**config.mk**
```make
export PLATFORM = sky130hd
export DESIGN_NAME = sdram_rw_arbiter_flat
export DESIGN_NICKNAME = d
export VERILOG_FILES = /design/src/rtl/sdram_rw_arbiter_pkg.sv /design/src/rtl/sdram_rw_arbiter_if.sv /design/src/rtl/sdram_rw_arbiter_burst_addr_gen.sv /design/src/rtl/sdram_rw_arbiter.sv /design/src/flat_wrapper.sv
export SDC_FILE = /design/constraint.sdc
export NUM_CORES = 1
export LEC_CHECK = 0
export ABC_AREA = 1
export CAP_MARGIN = 20
export CORE_MARGIN = 1
export CORE_UTILIZATION = 44
export CTS_BUF_LIST = sky130_fd_sc_hd__clkbuf_4 sky130_fd_sc_hd__clkbuf_8
export CTS_CLUSTER_DIAMETER = 200
export DETAILED_ROUTE_END_ITERATION = 10
export GPL_TIMING_DRIVEN = 0
export PLACE_DENSITY = 0.79
export SKIP_LAST_GASP = 1
export SLEW_MARGIN = 20
export SYNTH_ARGS = -nofsm -noshare
export SYNTH_HDL_FRONTEND = slang
export SYNTH_SLANG_ARGS = --single-unit
```
**constraint.sdc**
```tcl
create_clock -name clk -period 1.4 [get_ports clk]
set_input_delay 0.14 -clock clk [delete_from_list [all_inputs] [get_ports clk]]
set_output_delay 0.14 -clock clk [all_outputs]
set_load 0.005 [all_outputs]
```
**src/rtl/sdram_rw_arbiter_pkg.sv**
```systemverilog
// Shared encodings and default constants for the SDRAM read/write burst arbiter.
package sdram_arb_pkg;

    // Arbiter FSM state encoding
    localparam logic [1:0] ST_IDLE    = 2'd0;
    localparam logic [1:0] ST_WR_BUSY = 2'd1;
    localparam logic [1:0] ST_RD_BUSY = 2'd2;
    localparam logic [1:0] ST_GAP     = 2'd3;

    // Encoding of the side that received the most recent grant
    localparam logic GNT_WR = 1'b0;
    localparam logic GNT_RD = 1'b1;

    // Defaults matching a 640x480 frame carried in 512-word bursts
    localparam int DEF_BURST_LEN    = 512;
    localparam int DEF_FRAME_BURSTS = 600;

endpackage

```
**src/rtl/sdram_rw_arbiter_if.sv**
```systemverilog
// Bundle of FIFO-level, frame-sync and SDRAM-controller handshake signals seen by the arbiter.
interface sdram_rw_arbiter_if #(
    parameter int FIFO_AW = 11,
    parameter int BCNT_W  = 10
);
    logic               init_done;
    logic [FIFO_AW-1:0] wr_fifo_level;
    logic [FIFO_AW-1:0] rd_fifo_level;
    logic               wr_frame_start;
    logic               rd_frame_start;
    logic               wr_sdram_ack;
    logic               rd_sdram_ack;
    logic               wr_sdram_req;
    logic               rd_sdram_req;
    logic [BCNT_W:0]    wr_burst_addr;
    logic [BCNT_W:0]    rd_burst_addr;
    logic               rd_buf_valid;
    logic               wr_frame_done;

    // The arbiter itself
    modport master (
        input  init_done, wr_fifo_level, rd_fifo_level,
        input  wr_frame_start, rd_frame_start, wr_sdram_ack, rd_sdram_ack,
        output wr_sdram_req, rd_sdram_req, wr_burst_addr, rd_burst_addr,
        output rd_buf_valid, wr_frame_done
    );

    // FIFOs, video timing and SDRAM controller around the arbiter
    modport slave (
        output init_done, wr_fifo_level, rd_fifo_level,
        output wr_frame_start, rd_frame_start, wr_sdram_ack, rd_sdram_ack,
        input  wr_sdram_req, rd_sdram_req, wr_burst_addr, rd_burst_addr,
        input  rd_buf_valid, wr_frame_done
    );
endinterface

```
**src/rtl/sdram_rw_arbiter_burst_addr_gen.sv**
```systemverilog
// Per-side burst address generator: burst counter with explicit wrap, ping-pong
// buffer bit, and a frame-start restart that waits for an in-flight burst to finish.
module burst_addr_gen
    import sdram_arb_pkg::*;
#(
    parameter int FRAME_BURSTS   = DEF_FRAME_BURSTS,
    parameter int BCNT_W         = 10,
    parameter bit TOGGLE_ON_WRAP = 1'b0,   // write side flips buffers at end of frame
    parameter bit LOAD_ON_START  = 1'b0    // read side jumps to the last completed buffer
) (
    input  logic            clk,
    input  logic            rst,
    input  logic            i_busy,         // a burst of this side is in flight
    input  logic            i_adv,          // the in-flight burst was acked this cycle
    input  logic            i_frame_start,
    input  logic            i_load_buf,
    output logic [BCNT_W:0] o_addr,
    output logic            o_wrap
);
    localparam logic [BCNT_W-1:0] LAST_BURST = BCNT_W'(FRAME_BURSTS - 1);

    logic [BCNT_W-1:0] r_bcnt;
    logic              r_buf;
    logic              r_pend;
    logic              w_last;
    logic              w_defer;
    logic              w_restart;

    assign w_last    = (r_bcnt == LAST_BURST);
    assign o_wrap    = i_adv && w_last;
    // A frame start that lands mid-burst must not move the address the controller is using
    assign w_defer   = i_frame_start && i_busy && !i_adv;
    assign w_restart = (i_frame_start && (!i_busy || i_adv)) || (i_adv && r_pend);
    assign o_addr    = {r_buf, r_bcnt};

    // Burst counter, buffer bit and deferred frame-start flag
    always_ff @(posedge clk or posedge rst) begin
        if (rst) begin
            r_bcnt <= '0;
            r_buf  <= 1'b0;
            r_pend <= 1'b0;
        end else begin
            if (w_defer) begin
                r_pend <= 1'b1;
            end else if (i_adv || w_restart) begin
                r_pend <= 1'b0;
            end

            // Restart beats advance, so an ack coinciding with a frame start lands on 0
            if (w_restart) begin
                r_bcnt <= '0;
            end else if (i_adv) begin
                r_bcnt <= w_last ? '0 : r_bcnt + BCNT_W'(1);
            end

            if (LOAD_ON_START && w_restart) begin
                r_buf <= i_load_buf;
            end else if (TOGGLE_ON_WRAP && o_wrap) begin
                r_buf <= ~r_buf;
            end
        end
    end
endmodule

```
**src/rtl/sdram_rw_arbiter.sv**
```systemverilog
// Camera/monitor frame-buffer burst scheduler in front of the SDRAM controller.
// Grants one write or read burst at a time, holds it until ack, then idles one cycle.
module sdram_rw_arbiter
    import sdram_arb_pkg::*;
#(
    parameter int BURST_LEN     = DEF_BURST_LEN,
    parameter int FIFO_AW       = 11,
    parameter int RD_FIFO_DEPTH = 1024,
    parameter int FRAME_BURSTS  = DEF_FRAME_BURSTS,
    parameter int BCNT_W        = 10,
    parameter int RD_URGENT     = 128
) (
    input  logic                clk,
    input  logic                rst,
    sdram_rw_arbiter_if.master  bus
);
    logic [1:0]         r_state;
    logic               r_last_grant;
    logic               r_completed_buf;
    logic               r_rd_buf_valid;
    logic               r_wr_frame_done;

    logic [FIFO_AW-1:0] w_wr_level;
    logic [FIFO_AW-1:0] w_rd_level;
    logic               w_wr_elig;
    logic               w_rd_elig;
    logic               w_rd_urgent;
    logic               w_grant_wr;
    logic               w_grant_rd;
    logic               w_wr_busy;
    logic               w_rd_busy;
    logic               w_wr_adv;
    logic               w_rd_adv;
    logic               w_wr_wrap;
    logic               w_rd_wrap_unused;
    logic [BCNT_W:0]    w_wr_addr;
    logic [BCNT_W:0]    w_rd_addr;

    assign w_wr_level = bus.wr_fifo_level;
    assign w_rd_level = bus.rd_fifo_level;

    // Write needs a full burst buffered; read needs a full burst of free space
    assign w_wr_elig   = bus.init_done && (32'(w_wr_level) >= 32'(BURST_LEN));
    assign w_rd_elig   = bus.init_done && r_rd_buf_valid
                         && (32'(w_rd_level) + 32'(BURST_LEN) <= 32'(RD_FIFO_DEPTH));
    assign w_rd_urgent = (32'(w_rd_level) < 32'(RD_URGENT));

    assign w_wr_busy = (r_state == ST_WR_BUSY);
    assign w_rd_busy = (r_state == ST_RD_BUSY);
    assign w_wr_adv  = w_wr_busy && bus.wr_sdram_ack;
    assign w_rd_adv  = w_rd_busy && bus.rd_sdram_ack;

    // IDLE arbitration: urgent read first, otherwise round-robin against the last grant
    always_comb begin
        w_grant_wr = 1'b0;
        w_grant_rd = 1'b0;
        if (r_state == ST_IDLE) begin
            if (w_wr_elig && w_rd_elig) begin
                if (w_rd_urgent || (r_last_grant == GNT_WR)) begin
                    w_grant_rd = 1'b1;
                end else begin
                    w_grant_wr = 1'b1;
                end
            end else begin
                w_grant_wr = w_wr_elig;
                w_grant_rd = w_rd_elig;
            end
        end
    end

    // FSM, grant history and frame bookkeeping
    always_ff @(posedge clk or posedge rst) begin
        if (rst) begin
            r_state         <= ST_IDLE;
            r_last_grant    <= GNT_RD;
            r_completed_buf <= 1'b0;
            r_rd_buf_valid  <= 1'b0;
            r_wr_frame_done <= 1'b0;
        end else begin
            r_wr_frame_done <= w_wr_wrap;
            if (w_wr_wrap) begin
                r_rd_buf_valid  <= 1'b1;
                r_completed_buf <= w_wr_addr[BCNT_W];
            end

            case (r_state)
                ST_IDLE: begin
                    if (w_grant_wr) begin
                        r_state <= ST_WR_BUSY;
                    end else if (w_grant_rd) begin
                        r_state <= ST_RD_BUSY;
                    end
                end
                ST_WR_BUSY: begin
                    if (bus.wr_sdram_ack) begin
                        r_state      <= ST_GAP;
                        r_last_grant <= GNT_WR;
                    end
                end
                ST_RD_BUSY: begin
                    if (bus.rd_sdram_ack) begin
                        r_state      <= ST_GAP;
                        r_last_grant <= GNT_RD;
                    end
                end
                default: begin
                    // GAP: keeps requests low for a cycle so the controller sees idle
                    r_state <= ST_IDLE;
                end
            endcase
        end
    end

    burst_addr_gen #(
        .FRAME_BURSTS   (FRAME_BURSTS),
        .BCNT_W         (BCNT_W),
        .TOGGLE_ON_WRAP (1'b1),
        .LOAD_ON_START  (1'b0)
    ) u_wr_addr (
        .clk           (clk),
        .rst           (rst),
        .i_busy        (w_wr_busy),
        .i_adv         (w_wr_adv),
        .i_frame_start (bus.wr_frame_start),
        .i_load_buf    (1'b0),
        .o_addr        (w_wr_addr),
        .o_wrap        (w_wr_wrap)
    );

    burst_addr_gen #(
        .FRAME_BURSTS   (FRAME_BURSTS),
        .BCNT_W         (BCNT_W),
        .TOGGLE_ON_WRAP (1'b0),
        .LOAD_ON_START  (1'b1)
    ) u_rd_addr (
        .clk           (clk),
        .rst           (rst),
        .i_busy        (w_rd_busy),
        .i_adv         (w_rd_adv),
        .i_frame_start (bus.rd_frame_start),
        .i_load_buf    (r_completed_buf),
        .o_addr        (w_rd_addr),
        .o_wrap        (w_rd_wrap_unused)
    );

    assign bus.wr_sdram_req  = w_wr_busy;
    assign bus.rd_sdram_req  = w_rd_busy;
    assign bus.wr_burst_addr = w_wr_addr;
    assign bus.rd_burst_addr = w_rd_addr;
    assign bus.rd_buf_valid  = r_rd_buf_valid;
    assign bus.wr_frame_done = r_wr_frame_done;
endmodule
```
**src/flat_wrapper.sv**
```systemverilog
// flat-port wrapper written by rule: the top's interface ports become plain ports
module sdram_rw_arbiter_flat import sdram_arb_pkg::*;
#(
    parameter int BURST_LEN     = DEF_BURST_LEN,
    parameter int FIFO_AW       = 11,
    parameter int RD_FIFO_DEPTH = 1024,
    parameter int FRAME_BURSTS  = DEF_FRAME_BURSTS,
    parameter int BCNT_W        = 10,
    parameter int RD_URGENT     = 128
)
  (clk, rst, bus_init_done, bus_wr_fifo_level, bus_rd_fifo_level, bus_wr_frame_start, bus_rd_frame_start, bus_wr_sdram_ack, bus_rd_sdram_ack, bus_wr_sdram_req, bus_rd_sdram_req, bus_wr_burst_addr, bus_rd_burst_addr, bus_rd_buf_valid, bus_wr_frame_done);
  sdram_rw_arbiter_if #(.FIFO_AW(FIFO_AW), .BCNT_W(BCNT_W)) bus_i ();
  input  logic clk;
  input  logic rst;
  input wire logic [$bits(bus_i.init_done)-1:0] bus_init_done;
  input wire logic [$bits(bus_i.wr_fifo_level)-1:0] bus_wr_fifo_level;
  input wire logic [$bits(bus_i.rd_fifo_level)-1:0] bus_rd_fifo_level;
  input wire logic [$bits(bus_i.wr_frame_start)-1:0] bus_wr_frame_start;
  input wire logic [$bits(bus_i.rd_frame_start)-1:0] bus_rd_frame_start;
  input wire logic [$bits(bus_i.wr_sdram_ack)-1:0] bus_wr_sdram_ack;
  input wire logic [$bits(bus_i.rd_sdram_ack)-1:0] bus_rd_sdram_ack;
  output wire logic [$bits(bus_i.wr_sdram_req)-1:0] bus_wr_sdram_req;
  output wire logic [$bits(bus_i.rd_sdram_req)-1:0] bus_rd_sdram_req;
  output wire logic [$bits(bus_i.wr_burst_addr)-1:0] bus_wr_burst_addr;
  output wire logic [$bits(bus_i.rd_burst_addr)-1:0] bus_rd_burst_addr;
  output wire logic [$bits(bus_i.rd_buf_valid)-1:0] bus_rd_buf_valid;
  output wire logic [$bits(bus_i.wr_frame_done)-1:0] bus_wr_frame_done;
  assign bus_i.init_done = bus_init_done;
  assign bus_i.wr_fifo_level = bus_wr_fifo_level;
  assign bus_i.rd_fifo_level = bus_rd_fifo_level;
  assign bus_i.wr_frame_start = bus_wr_frame_start;
  assign bus_i.rd_frame_start = bus_rd_frame_start;
  assign bus_i.wr_sdram_ack = bus_wr_sdram_ack;
  assign bus_i.rd_sdram_ack = bus_rd_sdram_ack;
  assign bus_wr_sdram_req = bus_i.wr_sdram_req;
  assign bus_rd_sdram_req = bus_i.rd_sdram_req;
  assign bus_wr_burst_addr = bus_i.wr_burst_addr;
  assign bus_rd_burst_addr = bus_i.rd_burst_addr;
  assign bus_rd_buf_valid = bus_i.rd_buf_valid;
  assign bus_wr_frame_done = bus_i.wr_frame_done;
  sdram_rw_arbiter #(.BURST_LEN(BURST_LEN), .FIFO_AW(FIFO_AW), .RD_FIFO_DEPTH(RD_FIFO_DEPTH), .FRAME_BURSTS(FRAME_BURSTS), .BCNT_W(BCNT_W), .RD_URGENT(RD_URGENT)) u_core (.clk(clk), .rst(rst), .bus(bus_i));
endmodule
```
==> results_dict.tcl <==
set metrics [dict create \
    grt_pass1_wl_um 7270 \
    ys.flop_type "dfrtp_1" \
    io_pins 55 \
    gp_congestion 0.777 \
    synth_warnings 0 \
    ys_seq_area_share_pct 42.0 \
    synth.avg_cell_area_um2 7.99 \
    ys_seq_elements 30 \
    synth_edf_count 0 \
    insertion_delay_ns 0.29 \
    postRouteAntennaNets 0 \
    yosysTopAreaCell "dfrtp_1" \
    clock-sinks 30 \
    wl_per_cell_um 14.3 \
    p_leak_nw 1.45 \
    finalCritPeriodShare_pct 111 \
    skew_ns 0.00552 \
    coreArea_um2 3770 \
    clock_path_buffers 2 \
    peakVddDrop_v 0.00141 \
    start_kind "register" \
    endpoint_kind "output port" \
    async_flop_share_pct 100 \
    fill_cells 252 \
    multiInputGateArea_um2 1150 \
    status "complete, but fails checks" \
    rows 22 \
    cts_max_level 2 \
    hold_violations 0 \
    grt_pass1_vias 1716 \
    met1_usage_pct 25.6 \
    hp-class "primary input to async pin" \
    drt-total-wl_um 5100 \
    grt_max_degree 12 \
    period_needed_ns 1.55 \
    synth.area.top_cells "dfrtp_1 (41%), nand2_1 (9.9%), nor2_1 (5.9%), inv_1 (5.5%), ha_1 (4.2%)" \
    use_met3_pct 7.41 \
    dieArea_um2 4330 \
    diodes 0 \
    drt-pass1-iter-count 4 \
    clkTransAtPathRegs_ns 0.07 \
    drc 0 \
    track_usage_pct 22.6 \
    worst_slew_pin_slew_ns 0.424 \
    die_y_um 65.8 \
    final_nets 342 \
    cts_buffers 5 \
    cts_tree "yes" \
    slew_headroom_pct 71.7 \
    cts_hold_buf 0 \
    syn-num-nets 259 \
    arrival_ns 1.41 \
    p_per_area_nw_per_um2 1270 \
    slew_violations 0 \
    root_buffer "clkbuf_8" \
    drt_iter0_drc 113 \
    synthToLayoutAreaGrowth_pct 65.3 \
    synth_most_common_cell "nand2_1" \
    busiest_layer "met2" \
    synth_top_area_share_pct 40.5 \
    crit_path_max_fanout 4 \
    initial_core_util_pct 47.5 \
    reg2reg_slack_ns -0.12 \
    critPathKind "register to output port" \
    synth_cell_types 35 \
    hpwlAfterDp_um 3010 \
    vias_per_cell 5.17 \
    antenna_found_initial 0 \
    grt_util_met2_pct 37.6 \
    required_ns 1.26 \
    netlist_area_um2 1790 \
    fmax_mhz 645 \
    io_buffers 45 \
    setup_viol_count_final 23 \
    drive_gt1_share_pct 37.3 \
    fin_ws_ns -0.150 \
    grt_overflow_total 0 \
    violations "setup timing" \
    place_ws_ns -0.216 \
    synthTopCellsByCount "nand2_1 (47), dfrtp_1 (29), nor2_1 (28)" \
    final-seq-area_um2 754 \
    hold_slack_ns 0.143 \
    drv_cap 0 \
    fp.dieW_um 65.8 \
    rsz0062_at_grt "true" \
    worstRegToRegCells 9 \
    syn_inst 224 \
    vias 1840 \
]
routing by layer:
| layer | up-vias | share of wire [%] | wire, um |
|---|---|---|---|
| li1 | 891 | - | - |
| met1 | 879 | 40 | 2040 |
| met2 | 55 | 52 | 2660 |
| met3 | 15 | 5.2 | 267 |
| met4 | 0 | 2.5 | 128 |
| met5 | - | 0 | 0 |
per-stage QoR:
step	std cells	total power, W	TNS, ns	util [%]	instance area [um2]
floorplan	224	0.00178	-0.0960	-	1800
global route	356	0.00394	-3.35	78.5	2960
CTS	340	0.00329	-0.207	70.3	2650
detailed placement	319	0.00216	-2.62	61.8	2330
finish	356	0.00375	-1.54	78.5	2960
global placement	317	0.00212	-4.61	61.1	2310
critical path, cell delays in order, from the launching register on:
cell             delay [ns]
dfrtp_1                0.47
buf_4                  0.17
clkdlybuf4s50_1        0.49
power by group:
| group | leakage [nW] | switching (W) | total [W] | internal (W) |
|---|---|---|---|---|
| sequential | 0.404 | 0.000133 | 0.00112 | 0.000984 |
| combinational | 0.985 | 0.000920 | 0.00179 | 0.000872 |
| clock | 0.0575 | 0.000340 | 0.000836 | 0.000496 |
| total | 1.45 | 0.00139 | 0.00375 | 0.00235 |
logic make-up after synthesis:
logic type	share of synthesized area, %
AND/OR/NAND/NOR	33.8
buffers and inverters	8.39
AO/OA/AOI/OAI	10.2
flip-flops	42.0
adder cells (fa/ha/maj)	4.19
XOR/XNOR	1.47
state kept, by name (all words and copies together), names as in the netlist:
name	count
u_core.r_state	2
u_core.bus.rd_buf_valid	1
u_core.u_wr_addr.r_buf	1
u_core.r_last_grant	1
u_core.u_rd_addr.r_pend	1
u_core.u_wr_addr.r_pend	1
u_core.bus.wr_frame_done	1
u_core.r_completed_buf	1
u_core.u_rd_addr.r_bcnt	10
u_core.u_wr_addr.r_bcnt	10
u_core.u_rd_addr.r_buf	1
placed cells by master (no fill, tap or decap), drive strengths merged, types with 6 or more instances in the layout:
cell type       n
buf            35
a21oi           9
dfrtp          29
nor2           35
o21ai          12
clkbuf          8
clkdlybuf4s50  40
inv            28
ha              6
nand3          13
nand2          59
nor3            6
final timing paths:
path | endpoint | start
max in group asynchronous | u_core.r_state[0]$_DFFE_PP0P_ | rst
worst min register to register | u_core.u_rd_addr.r_buf$_DFFE_PP0N_ | u_core.u_rd_addr.r_buf$_DFFE_PP0N_
worst min-delay path | u_core.u_rd_addr.r_bcnt[8]$_DFFE_PP0P_ | rst
min in group clk | u_core.u_rd_addr.r_buf$_DFFE_PP0N_ | u_core.u_rd_addr.r_buf$_DFFE_PP0N_
worst max register to register | u_core.u_rd_addr.r_bcnt[4]$_DFFE_PP0P_ | u_core.u_rd_addr.r_bcnt[1]$_DFFE_PP0P_
worst max-delay path | bus_rd_burst_addr[1] | u_core.u_rd_addr.r_bcnt[1]$_DFFE_PP0P_
repair_timing:
action | 4_1_cts | 5_1_grt
cloned | 1 | 0
pin swaps | 9 | 16
setup endpoints to repair | 28 | 34
setup buffers | 12 | 16
resized for setup | 33 | 48
cell type report:
class	count	area share, %
multi-input cells	160	39.0
flip-flops and latches	30	25.5
repair buffers	76	24.2
inverters	30	4.27
clock buffers	8	3.72
well taps	48	2.03
plain buffers	4	1.27
Note: power is estimated with default switching activity, not from simulation.
